===== config.mk =====
export PLATFORM = sky130hd
export DESIGN_NAME = axis_spi_arb
export DESIGN_NICKNAME = d
export VERILOG_FILES = /design/src/rtl/axis_spi_arb_pkg.sv /design/src/rtl/axis_spi_arb_rr_arbiter.sv /design/src/rtl/axis_spi_arb.sv
export SDC_FILE = /design/constraint.sdc
export NUM_CORES = 1
export LEC_CHECK = 0
export CAP_MARGIN = 15
export CORE_MARGIN = 3
export CORE_UTILIZATION = 40
export CTS_CLUSTER_DIAMETER = 80
export DETAILED_ROUTE_END_ITERATION = 16
export DONT_BUFFER_PORTS = 1
export GPL_ROUTABILITY_DRIVEN = 0
export GPL_TIMING_DRIVEN = 0
export PLACE_DENSITY = 0.62
export SYNTH_ARGS = -nofsm -noshare
export SYNTH_HDL_FRONTEND = slang
export SYNTH_HIERARCHICAL = 1
export SYNTH_SLANG_ARGS = --single-unit

===== constraint.sdc =====
create_clock -name clk_i -period 2.83 [get_ports clk_i]
set_input_delay 0.566 -clock clk_i [delete_from_list [all_inputs] [get_ports clk_i]]
set_output_delay 0.566 -clock clk_i [all_outputs]
set_load 0.005 [all_outputs]

===== src/rtl/axis_spi_arb_pkg.sv =====
// Shared types and helpers for the packet-level AXI-Stream to SPI round-robin arbiter.
package axis_spi_arb_pkg;

  typedef enum logic [1:0] {
    IDLE = 2'd0,
    XFER = 2'd1,
    GAP  = 2'd2
  } state_e;

  localparam int RR_MAX_SRC = 32;

  // Scalar round-robin pick: first requester after 'last', wrapping; returns 'last' when nobody requests.
  function automatic int rr_next(input logic [RR_MAX_SRC-1:0] req, input int last, input int num_src);
    int idx;
    rr_next = last;
    for (int j = num_src; j >= 1; j--) begin
      idx = (last + j) % num_src;
      if (req[idx]) rr_next = idx;
    end
  endfunction

endpackage


===== src/rtl/axis_spi_arb_rr_arbiter.sv =====
// Combinational round-robin picker: rotate a doubled request vector so the search starts
// just after the previous winner, then take the lowest set bit.
module rr_arbiter #(
  parameter int NUM_SRC  = 2,
  parameter int ID_WIDTH = $clog2(NUM_SRC)
) (
  input  logic [NUM_SRC-1:0]  i_req,
  input  logic [ID_WIDTH-1:0] i_last_idx,
  output logic [ID_WIDTH-1:0] o_gnt_idx,
  output logic                o_gnt_valid
);

  logic [2*NUM_SRC-1:0] w_dbl;
  logic [NUM_SRC-1:0]   w_rot;
  int                   w_off;
  int                   w_pos;

  always_comb begin
    w_dbl = {i_req, i_req};
    w_rot = NUM_SRC'(w_dbl >> (int'(i_last_idx) + 1));
    w_off = 0;
    for (int j = NUM_SRC - 1; j >= 0; j--) begin
      if (w_rot[j]) w_off = j;
    end
    // Rotated offset back to an absolute index, modulo NUM_SRC (need not be a power of two).
    w_pos = int'(i_last_idx) + 1 + w_off;
    if (w_pos >= NUM_SRC) w_pos = w_pos - NUM_SRC;
    o_gnt_idx   = ID_WIDTH'(w_pos);
    o_gnt_valid = |i_req;
  end

endmodule


===== src/rtl/axis_spi_arb.sv =====
// Packet-locked round-robin mux of NUM_SRC AXI-Stream sources onto one SPI master input,
// with an idle gap after every packet so the master drops CS between frames.
module axis_spi_arb
  import axis_spi_arb_pkg::*;
#(
  parameter  int NUM_SRC    = 2,
  parameter  int DATA_WIDTH = 16,
  parameter  int GAP_CYCLES = 4,
  localparam int ID_WIDTH   = $clog2(NUM_SRC)
) (
  input  logic                          clk_i,
  input  logic                          arstn_i,
  input  logic [NUM_SRC*DATA_WIDTH-1:0] s_tdata,
  input  logic [NUM_SRC-1:0]            s_tvalid,
  input  logic [NUM_SRC-1:0]            s_tlast,
  output logic [NUM_SRC-1:0]            s_tready,
  output logic [DATA_WIDTH-1:0]         m_tdata,
  output logic                          m_tvalid,
  output logic                          m_tlast,
  output logic [ID_WIDTH-1:0]           m_tid,
  input  logic                          m_tready,
  output logic                          busy_o,
  output logic [NUM_SRC-1:0]            grant_o
);

  localparam int CNT_W = (GAP_CYCLES > 1) ? $clog2(GAP_CYCLES) : 1;
  localparam logic [CNT_W-1:0] GAP_LOAD = CNT_W'((GAP_CYCLES > 0) ? GAP_CYCLES - 1 : 0);

  state_e              r_state, w_state_nxt;
  logic [ID_WIDTH-1:0] r_grant_idx, w_grant_nxt;
  logic [ID_WIDTH-1:0] r_last_idx, w_last_nxt;
  logic [CNT_W-1:0]    r_gap_cnt, w_cnt_nxt;

  logic [ID_WIDTH-1:0]   w_arb_idx;
  logic                  w_arb_valid;
  logic [DATA_WIDTH-1:0] w_sel_data;
  logic                  w_sel_valid;
  logic                  w_sel_last;
  logic                  w_hs;

  rr_arbiter #(
    .NUM_SRC  (NUM_SRC),
    .ID_WIDTH (ID_WIDTH)
  ) u_rr (
    .i_req       (s_tvalid),
    .i_last_idx  (r_last_idx),
    .o_gnt_idx   (w_arb_idx),
    .o_gnt_valid (w_arb_valid)
  );

  always_comb begin
    w_sel_data  = '0;
    w_sel_valid = 1'b0;
    w_sel_last  = 1'b0;
    for (int k = 0; k < NUM_SRC; k++) begin
      if (r_grant_idx == ID_WIDTH'(k)) begin
        w_sel_data  = s_tdata[k*DATA_WIDTH +: DATA_WIDTH];
        w_sel_valid = s_tvalid[k];
        w_sel_last  = s_tlast[k];
      end
    end
  end

  assign w_hs = (r_state == XFER) && w_sel_valid && m_tready;

  always_ff @(posedge clk_i or negedge arstn_i) begin
    if (!arstn_i) begin
      r_state     <= IDLE;
      r_grant_idx <= '0;
      r_last_idx  <= ID_WIDTH'(NUM_SRC - 1);
      r_gap_cnt   <= '0;
    end else begin
      r_state     <= w_state_nxt;
      r_grant_idx <= w_grant_nxt;
      r_last_idx  <= w_last_nxt;
      r_gap_cnt   <= w_cnt_nxt;
    end
  end

  always_comb begin
    w_state_nxt = r_state;
    w_grant_nxt = r_grant_idx;
    w_last_nxt  = r_last_idx;
    w_cnt_nxt   = r_gap_cnt;
    unique case (r_state)
      IDLE: begin
        if (w_arb_valid) begin
          w_grant_nxt = w_arb_idx;
          w_state_nxt = XFER;
        end
      end
      XFER: begin
        // Grant stays locked, even across tvalid bubbles, until the tlast handshake.
        if (w_hs && w_sel_last) begin
          w_last_nxt = r_grant_idx;
          if (GAP_CYCLES > 0) begin
            w_state_nxt = GAP;
            w_cnt_nxt   = GAP_LOAD;
          end else begin
            w_state_nxt = IDLE;
          end
        end
      end
      GAP: begin
        if (r_gap_cnt == '0) w_state_nxt = IDLE;
        else                 w_cnt_nxt   = r_gap_cnt - 1'b1;
      end
      default: w_state_nxt = IDLE;
    endcase
  end

  always_comb begin
    s_tready = '0;
    grant_o  = '0;
    m_tdata  = '0;
    m_tvalid = 1'b0;
    m_tlast  = 1'b0;
    m_tid    = '0;
    busy_o   = (r_state != IDLE);
    if (r_state == XFER) begin
      m_tdata               = w_sel_data;
      m_tvalid              = w_sel_valid;
      m_tlast               = w_sel_last;
      m_tid                 = r_grant_idx;
      s_tready[r_grant_idx] = m_tready;
      grant_o[r_grant_idx]  = 1'b1;
    end
  end

endmodule


# Word level (Yosys, flattened, before mapping)
# Cells that the tools add are included.
[word_totals] regBits=6 input_bits=39 out_inout_bits=24
[op_classes] addsub=4 order_cmp=3 n_eq_ne=6 shifts=1 mux=21 bitwise_logic=1 n_reduce_logical=13
[ops] op="greater-or-equal comparator 32 x 3 -> 1 bit, second input constant" count=1
[ops] op="two-way mux 16 bit" count=2
[ops] op="two-way mux 2 bit" count=7
[ops] op="two-way mux 1 bit" count=9
[ops] op="inequality test 2 bit, second input constant" count=3
[ops] op="one-hot mux 2 bit (3 select lines)" count=1
[ops] op="AND reduction 3 bit" count=2
[ops] op="logical AND 1 bit" count=4
[ops] op="zero test 2 bit" count=2
[ops] op="one-hot mux 2 bit (2 select lines)" count=1
[ops] op="AND reduction 2 bit" count=2
[ops] op="nonzero test 2 bit" count=2
[ops] op=">> shifter 4 x 2 -> 2 bit" count=1
[ops] op="adder 2 x 1 -> 3 bit" count=1
[ops] op="adder 1 x 1 -> 2 bit, second input constant" count=1
[ops] op="AND 2 bit" count=1
[ops] op="equality test 2 x 1 -> 1 bit, second input constant" count=1
[ops] op="equality test 2 bit, second input constant" count=1
[ops] op="less-than comparator 1 x 2 -> 1 bit, second input constant" count=1
[ops] op="inequality test 2 x 1 -> 1 bit, second input constant" count=1
[ops] op="OR reduction 2 bit" count=1
[ops] op="subtractor 2 x 1 -> 2 bit, second input constant" count=1
[ops] op="demux 1 bit (select 1 bit)" count=1
[ops] op="greater-or-equal comparator 1 bit, second input constant" count=1
[ops] op="subtractor 1 bit, second input constant" count=1

# Logic depth before layout (Yosys ltp)
# Gate-level depths: netlist of the first run.
[logic_depth] word_depth=7 mapped_depth=5 ltp_nobuf=5

# Hierarchy
# The synthesis of the first run kept the hierarchy.
[by_module_without_submodules] mod="axis_spi_arb" n_inst=1 cells_each=58 area_each_um2=508.0 seq_area_each_um2=151.4
[by_module_without_submodules] mod="rr_arbiter" n_inst=1 cells_each=4 area_each_um2=25.0 seq_area_each_um2=0.0

# Worst setup path before layout of the first run
# Ideal clock, no wire load.
[synth_path] path_kind="flip-flop to output port" start="register r_state[1]" end="output m_tdata[0]" t_arrival_ns=1.352 required_ns=2.264 slack_ns=0.912 stages_incl_launch_ff=6 n_path_buf=2 path_cell_list="dfrtp_1 -> nand2b_1 -> buf_6 -> nor2_1 -> buf_2 -> a22o_1"
[synth_between] elab_chain_cells=2
[synth_lines] element="start, declared" line_no="axis_spi_arb.sv:29" text="state_e r_state, w_state_nxt;"
[synth_lines] element="start signal, assigned" line_no="axis_spi_arb.sv:73" text="r_state <= w_state_nxt;"
[synth_lines] element="equality test 2 x 1 -> 1 bit" line_no="axis_spi_arb.sv:120" text="if (r_state == XFER) begin"
[synth_lines] element="two-way mux 16 bit" line_no="axis_spi_arb.sv:120"
[synth_lines] element="end, declared" line_no="axis_spi_arb.sv:17" text="output logic [DATA_WIDTH-1:0] m_tdata,"
# No other way between the ends.

# Worst setup path in the final report of the first run
[layout_path] start="register r_state[1]" end="output m_tdata[10]"
# The elaborated chain is that of the path after synthesis.

==> results of run 1 <==
path summary, 6_finish.rpt:
| path | start | end | slack [ns] | cells past startpoint |
|---|---|---|---|---|
| max | r_state[1]$_DFFE_PN0P_ | m_tdata[10] | 0.51 | 5 |
| min | arstn_i | r_state[0]$_DFFE_PN0P_ | 0.02 | 0 |
| max reg2reg | r_state[1]$_DFFE_PN0P_ | r_last_idx$_DFFE_PN1P_ | 1.21 | 4 |
| min reg2reg | r_gap_cnt[1]$_DFFE_PN0P_ | r_gap_cnt[1]$_DFFE_PN0P_ | 0.55 | 2 |
| max in group asynchronous | arstn_i | r_state[1]$_DFFE_PN0P_ | 2.12 | 1 |
| min in group clk_i | r_gap_cnt[1]$_DFFE_PN0P_ | r_gap_cnt[1]$_DFFE_PN0P_ | 0.55 | 2 |
per-stage QoR:
| stage | cell area [sq um] | setup WS [ns] | hold slack (ns) | power, uW | utilization, % |
|---|---|---|---|---|---|
| after floorplan | 533 | 0.912 | 0.270 | 530 | - |
| after global placement | 551 | 0.776 | 0.271 | 586 | 47.0 |
| after detailed placement | 551 | 0.766 | 0.271 | 589 | 47.0 |
| after CTS | 587 | 0.489 | 0.00647 | 681 | 50.1 |
| after global routing | 587 | 0.355 | 0.00124 | 724 | 50.1 |
| final | 587 | 0.513 | 0.0198 | 666 | 50.1 |
cell type report:
class | count | share of cell area, %
tap | 14 | 2.99
timing repair buffer | 1 | 1.71
clock buffer | 4 | 4.48
multi-input combinational | 43 | 54.2
buffer | 5 | 5.76
sequential | 6 | 25.8
inverter | 8 | 5.12
cells by family (layout without fill, tap and decap cells):
| kind of cell | count (synthesis) | in the layout |
|---|---|---|
| simple gates | 19 | 19 |
| compound gates | 18 | 18 |
| buf+inv | 13 | 18 |
| flops | 6 | 6 |
| mux | 4 | 4 |
| fa+ha+maj | 2 | 2 |
worst max-delay path, cell delays in order, from the launching register on:
cell and delay (ns):
dfrtp_1 0.39, nand2b_1 0.16, buf_6 0.13, nor2_1 0.35, buf_2 0.30, a22o_1 0.18
cell usage in the layout (no fill, tap or decap), drive strengths merged:
master | netlist | routed
dfrtp | 5 | 5
a22o | 16 | 16
dfstp | 1 | 1
a21oi | 1 | 1
nor2 | 9 | 9
a22oi | 1 | 1
nand2b | 1 | 1
and2 | 2 | 2
maj3 | 1 | 1
or4 | 1 | 1
buf | 5 | 5
dlygate4sd3 | 0 | 1
mux2i | 2 | 2
nor3 | 2 | 2
nor3b | 1 | 1
nand2 | 2 | 2
inv | 8 | 8
or2 | 1 | 1
ha | 1 | 1
mux2 | 2 | 2
clkbuf | 0 | 4
where the power goes:
part           switching, uW  leakage, uW  internal [uW]
Combinational            231     0.000225            205
Sequential              19.9    0.0000642            126
Clock                   31.2    0.0000150           53.4
Total                    282     0.000304            384
what timing repair did:
| action | in CTS | in global routing |
|---|---|---|
| endpoints found under the setup margin | 0 | 0 |
| hold buffers | 1 | 0 |
| hold endpoints to repair | 3 | 0 |
| buffers inserted | 0 | 0 |
sequential cells by signal (all words and copies together), names as in the netlist:
| name | cells |
|---|---|
| r_gap_cnt | 2 |
| r_grant_idx | 1 |
| r_last_idx | 1 |
| r_state | 2 |
per-layer routing:
metal | track usage, % | vias up | share of wire (%)
met2 | 18.5 | 40 | 50
met3 | 2.58 | 2 | 9.8
met1 | 13.2 | 215 | 39
li1 | - | 229 | -
met4 | 11.2 | 0 | 1.0
met5 | 0 | - | 0
==> results.md, run 1 <==
- Rows: 12
- Worst hold path type: in2async
- First drt pass iteration count: 4
- Initial antenna violation count: 0
- VDD IR max: 0.428 mV
- Post-cts gate resize count: 0
- Syn Inst Count: 62
- Vias per inst: 6.00
- IO Count: 63
- Outcome: finished clean
- CTS tree: done
- Port bufs: 0
- GR Overflow Total: 0
- Die Width: 42.5 um
- DPL Wire Length: 1.01 mm
- Syn Nets: 102
- Fin nets: 108
- Max Cap Viol: 0
- Area occupied by multi-input gates: 318 sq um
- Post-synthesis compound-gate area fraction: 28.6%
- Worst Tran Pin Value: 0.538 ns
- H-tree depth: 1
- Leak pwr: 0.000304 uW
- Synth cell types: 22
- Share of layout cells above drive strength 1: 19.4%
- Count leader, synth: a22o_1
- Cells after DPL: 76
- Fmax: 432 MHz
- CP endpoint kind: output pin
- Root Driver: clkbuf_4
- Vias: 486
- Asr flop ratio synth: 100%
- Synth area leaders: a22o_1, dfrtp_1, nor2_1, inv_1, dfstp_2
- RSZ-0062 raised after global routing: false
- Synth Area in Adders: 4.46%
- WL final: 1.18 mm
- Worst Setup Start Kind: register
- Synth Register Bits: 6
- Area grow syn2layout: 10.1%
- Fin. max-slew vios: 0
- Ant diodes: 0
- Die Footprint: 1810 sq um
- Largest net degree at the start of global routing: 12
- CP Data Arrival Time: 1.75 ns
- GR Util All Layers: 11.9%
- Share of the synthesized area in the top cell type: 26.3%
- Power Dens Cells: 1140 nW/um^2
- Clock Path Buffers: 2
- Post-route ant nets: 0
- Worst-path fanout max: 11
- DRC: 0
- Clock Latency Late Sink: 0.24 ns
- Post-synthesis xor/xnor area fraction: 0%
- Fin crit share: 81.9%
- DRT iter0 DRCs: 11
- Core area: 1170 sq um
- Post-synth EDFFs: 0
- Post-synthesis mux area share: 8.69%
- First-pass GRT wire length: 1.56 mm
- Clock skew: 0.00452 ns
- Number of global-route vias before repair: 373
- Area leader, netlist: a22o_1
- Clock-pin slew on the worst setup and hold paths: 0.05 ns
- YS warnings: 6
- Layout Cells excl Fill: 81
- # fillers: 108
- Initial Util: 45.5%
- Final setup vio count: 0
- Critical setup path kind: reg2out
- Clock Sinks: 6
- Seq. cell area: 151 sq um
- Setup TNS: 0 ns
- Slew margin rel.: 64.1%
- Register area share after synthesis: 28.4%
- Avg WL per Cell: 14.5 um
- Synthesized area: 533 sq um
- Most used DFF post-synth: dfrtp_1
- DIE HEIGHT: 42.5 um
- CTS buffer count: 3
- List of most frequent post-synthesis cells: a22o_1, nor2_1, inv_1
- Critical path data required time: 2.26 ns
- Clock period minus worst slack: 2.32 ns
- Syn avg cell area: 8.60 sq um
- Synthesized-area fraction occupied by and/or/nand/nor cells: 17.8%
- Main combinational cell family by area after synthesis: compound AO/OA/AOI/OAI gates
- Hold Vio Cnt, Final: 0
Note: power is estimated with default switching activity, not from simulation.
==> run 2, diff against run 1 <==
Settings changed: PLACE_DENSITY 0.62 to 0.64.
Clock period 2.83 ns to 2 ns, I/O delays scaled along.
==> run 2 against run 1 <==
Register-to-register slack lost 0.85 ns. Highest routed layer unchanged. Sequential cell count is the same. Non-clock buffer count is the same. Critical endpoint is now m_tdata[1]. Critical path depth is the same. Die area is the same. Core utilization grew 1.7 points. Combinational power grew 54%. Via count grew 1.0%. Clock power grew 52%. Sequential power grew 43%.
==> results.md, run 2 (same netlist as run 1, synthesis figures left out) <==
- Outcome: finished clean
- DIE HEIGHT: 42.5 um (unchanged)
- FF-to-FF End: r_last_idx$_DFFE_PN1P_
- Met2 Use GR: 23.4% (+4.9 points)
- Port bufs: 0 (unchanged)
- Vias per inst: 6.06 (+1.0%)
- Die Width: 42.5 um (unchanged)
- Initial antenna violation count: 0 (unchanged)
- Clock Sinks: 6 (unchanged)
- Number of global-route vias before repair: 437 (+17%)
- Worst reg2reg startpoint: r_state[1]$_DFFE_PN0P_
- Ant diodes: 0 (unchanged)
- Fmax: 531 MHz
- Busiest grt layer: met2
- Max Cap Viol: 0 (unchanged)
- Clock period minus worst slack: 1.88 ns
- Initial Util: 45.5% (unchanged)
- Area grow syn2layout: 13.8%
- Leak pwr: 0.000308 uW (+1.0%)
- Clock Path Buffers: 2 (unchanged)
- CP endpoint kind: output pin
- Share of layout cells above drive strength 1: 22.4% (+3.0 points)
- Power Dens Cells: 1670 nW/um^2 (+47%)
- Vias: 491 (+1.0%)
- M1 GR Usage: 14.3% (+1.1 points)
- Hold Vio Cnt, Final: 0 (unchanged)
- Most common cell after layout, fill and taps aside: a22o_1
- IO Count: 63 (unchanged)
- Root Driver: clkbuf_4
- Critical path data required time: 1.60 ns (-0.66 ns)
- First drt pass iteration count: 4 (unchanged)
- Clock-pin slew on the worst setup and hold paths: 0.05 ns (about the same)
- Largest net degree at the start of global routing: 12 (unchanged)
- VDD IR max: 0.655 mV (+53%)
- Clock skew: 0.00416 ns (-0.000353 ns)
- Final setup vio count: 0 (unchanged)
- Fin. max-slew vios: 0 (unchanged)
- Biggest regs: r_gap_cnt x2, r_state x2
- Commonest non-fill, non-tap cells in the layout: a22o_1, inv_1, nor2_1, dfrtp_1
- Fin nets: 108 (unchanged)
- Fin crit share: 94.2%
- Layout Cells excl Fill: 81 (unchanged)
- CTS tree: done
- RSZ-0062 raised after global routing: false
- Worst Setup Start Kind: register
- Slew margin rel.: 66.3% (+2.2 points)
- Die Footprint: 1810 sq um (unchanged)
- Hold WS: 0.461 ns (+0.442 ns)
- Avg WL per Cell: 15.8 um (+8.5%)
- CP Data Arrival Time: 1.48 ns (-0.27 ns)
- Critical setup path kind: reg2out
- DRT iter0 DRCs: 13 (+2)
- Post-CTS Setup Bufs: 0 (unchanged)
- Worst hold path type: in2async
- WL final: 1.28 mm (+8.5%)
- Setup TNS: 0 ns (unchanged)
- GR Overflow Total: 0 (unchanged)
- CTS buffer count: 3 (unchanged)
- First-pass GRT wire length: 1.85 mm (+19%)
- Rows: 12 (unchanged)
- Met3 track demand over resource: 2.15% (-0.43 points)
- DPL Wire Length: 1.07 mm (+6.5%)
- Reg2Reg Depth: 4 (unchanged)
- Cells after DPL: 76 (unchanged)
- DRC: 0 (unchanged)
- Post-route ant nets: 0 (unchanged)
- GR Util All Layers: 13.6% (+1.7 points)
- Power, Total: 1010 uW (+52%)
- Core area: 1170 sq um (unchanged)
- R2r setup slk: 0.36 ns (-0.85 ns)
- Clock Latency Late Sink: 0.25 ns (about the same)
- H-tree depth: 1 (unchanged)
- Worst Tran Pin Value: 0.504 ns (-0.0336 ns)
- Worst-path fanout max: 11 (unchanged)
-- run 2: cell count changes in the layout (fill, tap and decap cells not counted) --
cell	previous run	this run
buf_2	3	1
nor2_4	0	2
buf_4	1	3
nor2_1	9	7
-- run 2: layout make-up --
type / count / area (sq um)
flip-flops and latches: 6 / 151
fillers: 119 / 564
multi-input cells: 43 / 333
plain buffers: 5 / 38.8
inverters: 8 / 30.0
well taps: 14 / 17.5
repair buffers: 1 / 10.0
clock buffers: 4 / 26.3
-- run 2: worst max-delay path by stage --
| stage | from | depth (start not counted) | endpoint | slack (ns) |
|---|---|---|---|---|
| finish | r_state[1]$_DFFE_PN0P_ | 5 | m_tdata[1] | 0.12 |
| global route | r_state[1]$_DFFE_PN0P_ | 5 | m_tdata[1] | 0.02 |
| CTS | r_state[1]$_DFFE_PN0P_ | 5 | m_tdata[5] | 0.007 |
| detailed placement | r_state[1]$_DFFE_PN0P_ | 5 | m_tdata[5] | 0.09 |
| global placement | r_state[1]$_DFFE_PN0P_ | 5 | m_tdata[1] | 0.12 |
| floorplan | r_state[1]$_DFFE_PN0P_ | 5 | m_tdata[0] | 0.25 |
-- run 2: what timing repair did --
item,4_1_cts,5_1_grt
hold buffers,1,0
resized for setup,4,2
pin swaps,0,0
hold endpoints to repair,6,0
endpoints found under the setup margin,10,10
-- run 2: report_power, final --
| part | internal, uW | switching (uW) | total (uW) |
|---|---|---|---|
| logic | 320 | 354 | 673 |
| clock network | 76.1 | 52.4 | 129 |
| registers | 178 | 30.6 | 209 |
| total | 574 | 437 | 1010 |
-- run 2: metal layers --
| layer | part of all wire (%) | wire length (um) |
|---|---|---|
| met1 | 35 | 452 |
| met2 | 52 | 659 |
| met3 | 11 | 139 |
| met4 | 2.1 | 27 |
| met5 | 0 | 0 |
-- run 2: worst max-delay path: stages, from the launching register on --
cell	delay (ns)
dfrtp_1	0.40
nand2b_1	0.16
buf_6	0.14
nor2_4	0.17
buf_4	0.21
a22o_1	0.16
-- run 2: metrics by stage --
stage                     setup WS [ns]  area (sq um)  utilization (%)
after floorplan                   0.248           533                -
after global placement            0.116           551             47.0
after detailed placement         0.0909           551             47.0
after CTS                       0.00720           597             51.0
after global routing             0.0239           607             51.8
final                             0.116           607             51.8
